## config.mk

```make
export PLATFORM = sky130hd
export DESIGN_NAME = s27_resp_sig
export DESIGN_NICKNAME = d
export VERILOG_FILES = /design/src/rtl/s27_resp_sig.sv
export SDC_FILE = /design/constraint.sdc
export NUM_CORES = 1
export LEC_CHECK = 0
export ABC_AREA = 1
export BUFFER_PORTS_ARGS = -buffer_cell sky130_fd_sc_hd__buf_2
export CORE_ASPECT_RATIO = 0.8
export CORE_MARGIN = 5
export CORE_UTILIZATION = 52
export CTS_CLUSTER_DIAMETER = 80
export DETAILED_ROUTE_END_ITERATION = 8
export PLACE_DENSITY = 0.78
export SLEW_MARGIN = 5
export SYNTH_ARGS = -nofsm -noshare
export SYNTH_HDL_FRONTEND = slang
export SYNTH_SLANG_ARGS = --single-unit
```

## constraint.sdc

```tcl
create_clock -name CK -period 1.3 [get_ports CK]
set_input_delay 0.26 -clock CK [delete_from_list [all_inputs] [get_ports CK]]
set_output_delay 0.26 -clock CK [all_outputs]
set_load 0.1 [all_outputs]
```

## src/rtl/s27_resp_sig.sv

```systemverilog
// Signature compactor for the s27 G17 response stream: an LFSR-style MISR over fixed-length windows.
// Optional golden-signature compare is built only when S27_RESP_CMP_EN is defined.
module s27_resp_sig #(
  parameter int unsigned       SIG_W   = 16,
  parameter logic [SIG_W-1:0]  POLY    = SIG_W'(16'h1021),
  parameter logic [SIG_W-1:0]  SEED    = SIG_W'(16'hFFFF),
  parameter int unsigned       WIN_LEN = 64,
  parameter logic [SIG_W-1:0]  GOLDEN  = SIG_W'(16'h0000)
) (
  input  logic                               CK,
  input  logic                               RST,
  input  logic                               start,
  input  logic                               g17,
  input  logic                               g17_vld,
  output logic                               busy,
  output logic                               done,
  output logic [SIG_W-1:0]                   sig,
  output logic [$clog2(WIN_LEN+1)-1:0]       cnt,
  output logic                               pass
);

  localparam int unsigned CNT_W = $clog2(WIN_LEN + 1);

  typedef enum logic [1:0] {
    ST_IDLE = 2'd0,
    ST_RUN  = 2'd1,
    ST_DONE = 2'd2
  } state_t;

  state_t             r_state;
  logic [SIG_W-1:0]   r_sig;
  logic [CNT_W-1:0]   r_cnt;
  logic               r_busy;
  logic               r_done;

  logic               w_fb;
  logic [SIG_W-1:0]   w_sig_next;
  logic               w_last;

  // One shift of the signature register folding in the current response bit.
  assign w_fb       = r_sig[SIG_W-1] ^ g17;
  assign w_sig_next = {r_sig[SIG_W-2:0], 1'b0} ^ (w_fb ? POLY : '0);
  assign w_last     = (r_cnt == CNT_W'(WIN_LEN - 1));

`ifdef S27_RESP_CMP_EN
  logic r_pass;
`endif

  always_ff @(posedge CK or posedge RST) begin
    if (RST) begin
      r_state <= ST_IDLE;
      r_sig   <= '0;
      r_cnt   <= '0;
      r_busy  <= 1'b0;
      r_done  <= 1'b0;
`ifdef S27_RESP_CMP_EN
      r_pass  <= 1'b0;
`endif
    end else begin
      case (r_state)
        ST_IDLE: begin
          r_done <= 1'b0;
          if (start) begin
            r_state <= ST_RUN;
            r_sig   <= SEED;
            r_cnt   <= '0;
            r_busy  <= 1'b1;
`ifdef S27_RESP_CMP_EN
            r_pass  <= 1'b0;
`endif
          end
        end
        ST_RUN: begin
          // Unqualified cycles leave the window untouched.
          if (g17_vld) begin
            r_sig <= w_sig_next;
            r_cnt <= r_cnt + CNT_W'(1);
            if (w_last) begin
              r_state <= ST_DONE;
              r_busy  <= 1'b0;
              r_done  <= 1'b1;
`ifdef S27_RESP_CMP_EN
              r_pass  <= (w_sig_next == GOLDEN);
`endif
            end
          end
        end
        ST_DONE: begin
          r_state <= ST_IDLE;
          r_done  <= 1'b0;
        end
        default: begin
          r_state <= ST_IDLE;
          r_busy  <= 1'b0;
          r_done  <= 1'b0;
        end
      endcase
    end
  end

  assign busy = r_busy;
  assign done = r_done;
  assign sig  = r_sig;
  assign cnt  = r_cnt;

`ifdef S27_RESP_CMP_EN
  assign pass = r_pass;
`else
  logic w_unused_golden;
  assign w_unused_golden = ^GOLDEN;
  assign pass = 1'b0;
`endif

endmodule

```

== Word-level counts from Yosys, hierarchy flattened ==
Index checks and enable logic that the tools add are counted.
Widths: inputs -> output; s select.
Word-level totals
  bits in registers: 27
  output and inout bits: 26
Cells by class
  add/sub/neg operators: 1
  eq/ne operators: 6
  mux-type cells: 18
  bitwise gates (word level): 3
  reductions and logical operators: 6
Operators by type and width (count)
  $mux 16: 2
  $pmux 16 s2: 1
  $xor 16x13->16: 1
  $mux 7: 2
  $pmux 7 s2: 1
  $mux 13: 1
  $add 7x1->7 const B: 1
  $eq 7x6->1 const B: 1
  $mux 1: 6
  $mux 2: 3
  $ne 2x2->1 const B: 3
  $reduce_and 3->1: 2
  $pmux 2 s2: 1
  $reduce_and 4->1: 1
  $pmux 1 s3: 1
  $eq 2x1->1 const B: 1
  $eq 2x2->1 const B: 1
  $logic_not 2->1: 1
  $reduce_and 2->1: 1
  $reduce_bool 2->1: 1
  $not 1->1: 1
  $xor 1x1->1: 1

== Longest topological paths before layout ==
Gate-level depths: netlist of the first run.
  depth after elaboration: 5
  gate-level depth with buffers: 8
  depth with buffers taken out: 8

== Worst setup path before layout of the first run ==
OpenSTA, ideal clock, no wires.
  path type: reg2reg
  start point: reg r_cnt[1] (netlist: cnt[1])
  end point: reg r_busy (netlist: busy)
  arrival time: 1787 ps
  slack: -614 ps
  cell stages (with the launch flop): 7
  path through: dfrtp_1 > ha_1 > nand3_1 > nor2_1 > nand2_1 > nand2_1 > a21oi_1
On the way
  longest elaborated chain between the ends: 3
RTL lines
  from (decl): line 32  | logic [CNT_W-1:0] r_cnt;
  from (signal assigned): line 77  | r_cnt <= r_cnt + CNT_W'(1);
  $eq 7x6->1: line 43  | assign w_last = (r_cnt == CNT_W'(WIN_LEN - 1));
  $ne 2x2->1 (no line)
  $reduce_and 4->1 (no line)
  to (signal assigned): line 54  | r_busy <= 1'b0;
  to (signal assigned): line 67  | r_busy <= 1'b1;
  to (signal assigned): line 80  | r_busy <= 1'b0;
  to (decl): line 33  | logic r_busy;
No other way between the ends.
A chain may end at the register's enable or synchronous reset.

== Worst setup path after layout of the first run ==
  start point: reg r_cnt[1] (netlist: cnt[1])
  end point: out cnt[1]
RTL lines
  to (decl): line 18  | output logic [$clog2(WIN_LEN+1)-1:0] cnt,
No word-level cell between the ends.

==> impl_results.md, run 1 <==
- Status: finished, violations left
- Failing checks: negative setup slack
- Core area: 0.00244 mm²
- Syn_area_per_cell: 9.60 µm²
- Final #Nets: 180
- Total number of vias: 1072
- Hold WC Path Type: in -> reg
- Skew-Pair Late Insertion Delay: 0.33 ns
- Initial Util: 0.543
- Routed Antenna Nets: 0
- Height of the die: 55.2 µm
- Drt pass-1 iters: 4
- Period utilization: 1.01
- Count of final hold-check violations: 0
- DP Wirelength: 2140 µm
- Largest stage delay on the critical path: 0.55 ns
- Ant diodes: 0
- Leading register cell type out of synthesis: dfrtp_1
- Rows: 16
- Die ar.: 0.00366 mm²
- Final Skew: 0.00563 ns
- Post-synth top area cell: dfrtp_1
- Synth-to-layout area growth: 53.2%
- Share of layout cells above drive strength 1: 0.491
- Critical-path cell list: buf_12
- Pwr/cell area: 2630 mW/mm²
- Global-route met1 utilization: 0.211
- Congestion Overflow GR: 0
- Pins Over Slew Limit: 0
- Reg clk slew, reported paths: 0.14 ns
- Clock sinks: 27
- Worst setup margin: -0.0188 ns
- Busiest grt layer: met2
- Setup_tns: -0.0353 ns
- DRC viols: 0
- CTS H-tree depth: 1
- Fmax: 0.758 GHz
- Setup violations, final: 2
- Critical Path Start Type: flip-flop
- Warning count from the yosys run: 0
- CTS tree: yes
- Grt met3 use: 0.0505
- Mapped Cells: 138
- Min-delay src: g17_vld
- First-pass GRT wire length: 4840 µm
- RSZ-0062 raised after global routing: true
- Root Driver: clkbuf_4
- Worst slack, placed: 0.0382 ns
- CP top delay family: flip-flops
- Worst path arrival time: 1.06 ns
- Largest net degree at the start of global routing: 28
- Post-Syn Nets: 144
- Initial antenna violation count: 0
- Synth Register Bits: 27
- Share of the synthesized area in the top cell type: 0.510
- GRT Overall Usage: 0.178
- Leak pwr: 0.985 nW
- Cts bufs inserted: 3
- Port Buf Inserts: 29
- CP max stage cell: dfrtp_4
- Post-synth EDFFs: 0
- Worst Setup SP: cnt[1]
- Dominant cells by area after synthesis: dfrtp_1, a22oi_2, inv_1, nand2_1, a22oi_1
- Distinct cells, synth: 24
- Clk buf depth: 2
- CP Class: reg -> out
- Vias in the first global route: 1088
- Fraction of registers with async set or reset after synthesis: 1.00
- Post-synthesis cell area: 0.00133 mm²
- Routed len/inst: 15.2 µm
- Synth cell count leaders: dfrtp_1, inv_1, nand2_1, a22oi_2, nor2_1
- Share of the yosys chip area belonging to registers: 0.510
- Die width: 66.4 µm
- IO Count: 31
- Crit path required time: 1.04 ns
- VDD IR max: 1890 µV
- Initial drt markers: 49
- Worst path bufs/invs: 1
- Number of max-cap violations: 0
- Final min period: 1.32 ns
- CP Capture Type: primary output
- Post-Route WL: 3180 µm
- GP Congestion: 0.830
- Largest fanout on the critical path: 4
- FF-to-FF Start: r_state[1]
- Vias per Instance: 5.13
- Met2 Use GR: 0.320
==> worst paths after layout <==
check,endpoint,slack [ns],depth (start not counted)
max,cnt[1],-0.02,1
min,cnt[0],0.26,3
max reg2reg,sig[2],0.01,6
min reg2reg,busy,0.56,1
max in group asynchronous,cnt[0],0.51,4
min in group asynchronous,sig[15],0.50,4
==> registers in the layout, indices dropped and copies added (netlist names) <==
name,flops
r_state,2
busy,1
done,1
cnt,7
sig,16
==> report_power, final <==
part	internal (mW)	switching (mW)
clock network	0.116	0.256
logic	1.19	2.29
registers	1.12	0.351
==> metrics by stage <==
stage | area [µm²] | power (mW) | util | std cells | hold WS (ns)
after floorplan | 1370 | 3.61 | - | 138 | 0.312
after global routing | 2030 | 5.53 | 0.831 | 209 | 0.256
after global placement | 1920 | 4.84 | 0.786 | 201 | 0.327
after CTS | 1970 | 5.30 | 0.805 | 207 | 0.241
final | 2030 | 5.33 | 0.831 | 209 | 0.259
after detailed placement | 1920 | 4.91 | 0.786 | 201 | 0.333
==> logic make-up after synthesis <==
logic type               share of synthesized area
AND/OR/NAND/NOR                              0.204
buffers and inverters                        0.126
adder cells (fa/ha/maj)                    0.00944
other                                      0.00283
flip-flops                                   0.510
AO/OA/AOI/OAI                                0.148
==> cells in the final DEF (no fill, tap or decap), types with 2 or more instances in the layout <==
cell type and n:
buf_2 4, nand3_1 6, nand2_1 25, a22oi_2 9, clkbuf_4 3, dfrtp_1 6
dfrtp_2 19, nand2_4 2, inv_1 27, nor2_1 8, a22oi_1 5, buf_12 26
inv_4 2, dfrtp_4 2, buf_4 3, nand2_2 4, nor2_4 2, a21oi_1 6
==> repair_timing <==
action,4_1_cts,5_1_grt
resized for setup,1,9
hold endpoints to repair,27,0
gates cloned,0,1
buffers inserted,1,1
setup endpoints to repair,3,11
pin swaps,0,1
hold buffers,1,0
==> layer usage <==
| layer | part of all wire | vias up |
|---|---|---|
| met1 | 0.41 | 525 |
| li1 | - | 503 |
| met4 | 0.014 | 0 |
| met5 | 0 | - |
| met2 | 0.53 | 36 |
| met3 | 0.046 | 8 |
==> layout make-up <==
class	count	area (µm²)
tap	36	45.0
multi-input combinational	77	527
clock buffer	3	22.5
sequential	27	707
clock inverter	1	5.00
inverter	30	125
fill	131	413
timing repair buffer	35	598
(Power assumes the default switching activity.)
==> inputs of run 2 (changes only) <==
--- a/config.mk
+++ b/config.mk
@@ -9,11 +9,10 @@
 export BUFFER_PORTS_ARGS = -buffer_cell sky130_fd_sc_hd__buf_2
 export CORE_ASPECT_RATIO = 0.8
 export CORE_MARGIN = 5
-export CORE_UTILIZATION = 52
+export CORE_UTILIZATION = 38
 export CTS_CLUSTER_DIAMETER = 80
 export DETAILED_ROUTE_END_ITERATION = 8
-export PLACE_DENSITY = 0.78
-export SLEW_MARGIN = 5
+export SLEW_MARGIN = 20
 export SYNTH_ARGS = -nofsm -noshare
 export SYNTH_HDL_FRONTEND = slang
 export SYNTH_SLANG_ARGS = --single-unit
==> impl_results.md, run 2 (synthesis gave the netlist of run 1 again) <==
- Most frequent cells in the layout: inv_1, nand2_1, buf_12
- Core area: 0.00340 mm² (+39%)
- Post-DP Area: 0.00193 mm² (+0.39%)
- DP Wirelength: 2000 µm (-6.9%)
- FF-to-FF path depth: 6 (unchanged)
- Largest fanout on the critical path: 4 (unchanged)
- Pins Over Slew Limit: 0 (unchanged)
- Clock sinks: 27 (unchanged)
- Die width: 76.0 µm (+14%)
- Ant diodes: 0 (unchanged)
- Drt pass-1 iters: 4 (unchanged)
- Routed len/inst: 12.8 µm (-15%)
- Final #Nets: 179 (-0.56%)
- # hold bufs at CTS: 0 (-1)
- Filler instances: 280 (+110%)
- CP Class: reg -> reg
- Synth-to-layout area growth: 52.7%
- Initial antenna violation count: 0 (unchanged)
- Height of the die: 62.8 µm (+14%)
- IO Count: 31 (unchanged)
- Initial drt markers: 73 (+49%)
- Share of layout cells above drive strength 1: 0.471 (-0.0204)
- Clk buf depth: 2 (unchanged)
- Congestion Overflow GR: 0 (unchanged)
- Fmax: 0.788 GHz (+3.9%)
- Fin cells: 214 (+2.4%)
- Status: finished, final reports clean
- Routed Antenna Nets: 0 (unchanged)
- Post-Route WL: 2750 µm (-13%)
- Count of final hold-check violations: 0 (unchanged)
- Max reg flops: 16 (unchanged)
- Root Driver: clkbuf_8
- Rows: 19 (+3)
- Die ar.: 0.00478 mm² (+30%)
- Number of max-cap violations: 0 (unchanged)
- Period utilization: 0.977 (-0.0378)
- Reg2reg end: busy
- First-pass GRT wire length: 4660 µm (-3.8%)
- CTS H-tree depth: 1 (unchanged)
- Skew-Pair Late Insertion Delay: 0.27 ns (-0.06 ns)
- CP Capture Type: flip-flop
- Hold WC Path Type: in -> async
- GRT Overall Usage: 0.117 (-0.0606)
- Vias per Instance: 4.74 (-7.6%)
- Design area: 0.00202 mm² (-0.31%)
- Pwr/cell area: 2670 mW/mm² (+1.5%)
- Largest net degree at the start of global routing: 28 (unchanged)
- VDD IR max: 1650 µV (-13%)
- FF-to-FF Start: cnt[1]
- Worst path arrival time: 1.43 ns (+0.37 ns)
- DRC viols: 0 (unchanged)
- Final min period: 1.27 ns (-0.0491 ns)
- CTS tree: yes
- Reg clk slew, reported paths: 0.10 ns (-0.04 ns)
- Setup violations, final: 0 (-2)
- Crit path required time: 1.46 ns (+0.42 ns)
- Reg2Reg Setup Slack: 0.03 ns (+0.02 ns)
- Initial Util: 0.390 (-0.153)
- Dpl cells: 207 (+3.0%)
- GP Congestion: 0.742 (-11%)
- RSZ-0062 raised after global routing: true
- Port Buf Inserts: 29 (unchanged)
- Vias in the first global route: 1002 (-7.9%)
- Total number of vias: 1014 (-5.4%)
- Final Skew: 0.00433 ns (-0.00129 ns)
- Leak pwr: 0.987 nW (+0.25%)
- Critical Path Start Type: flip-flop
- Cts bufs inserted: 3 (unchanged)
==> run 2: routing by layer <==
layer / vias up / track usage / part of all wire
li1: 498 / - / -
met5: - / 0 / 0
met1: 494 / 0.147 / 0.47
met2: 20 / 0.194 / 0.47
met3: 2 / 0.0447 / 0.053
met4: 0 / 0.0200 / 0.0062
==> run 2: worst max path at each step <==
stage	start	slack (ns)	end
6_report	cnt[1]	0.03	busy
5_1_grt	cnt[1]	-0.02	busy
4_1_cts	r_state[1]	0.03	cnt[4]
3_5_place_dp	cnt[0]	0.04	busy
3_3_place_gp	cnt[1]	0.07	busy
2_1_floorplan	cnt[1]	-0.09	busy
==> run 2: area by class of cell <==
| type | instances | area, µm² | share of cell area |
|---|---|---|---|
| Clock buffer | 3 | 41.3 | 0.0204 |
| Clock inverter | 1 | 5.00 | 0.00247 |
| Inverter | 30 | 123 | 0.0606 |
| Multi-Input combinational cell | 77 | 508 | 0.251 |
| Sequential cell | 27 | 706 | 0.349 |
| Tap cell | 42 | 52.6 | 0.0260 |
| Timing Repair Buffer | 34 | 588 | 0.291 |
==> run 2: metrics by stage <==
| step | utilization | power (mW) | hold slack, ns | TNS (ns) | setup WS (ns) |
|---|---|---|---|---|---|
| 6_report | 0.595 | 5.39 | 0.0297 | 0 | 0.0304 |
| 5_1_grt | 0.595 | 5.62 | 0.0557 | -0.0345 | -0.0238 |
| 4_1_cts | 0.581 | 5.39 | 0.0403 | 0 | 0.0297 |
| 3_5_place_dp | 0.567 | 4.89 | 0.345 | 0 | 0.0395 |
| 3_3_place_gp | 0.567 | 4.87 | 0.339 | 0 | 0.0744 |
| 2_1_floorplan | - | 3.61 | 0.312 | -0.255 | -0.0928 |
==> run 2: timing repair <==
item,in CTS,in global routing
setup buffers,0,2
resized for setup,0,3
setup endpoints to repair,0,6
==> run 2: where the power goes <==
group / switching, mW / internal (mW) / leakage (nW)
clock: 0.264 / 0.215 / 0.0255
combinational: 2.25 / 1.20 / 0.677
sequential: 0.341 / 1.12 / 0.285
total: 2.86 / 2.53 / 0.987
==> run 2: critical path: stages, from the launching register on <==
cell	delay [ns]
dfrtp_4	0.47
ha_4	0.16
nand3_2	0.09
nor2_2	0.16
nand2_1	0.12
nand2_1	0.10
a21oi_1	0.07
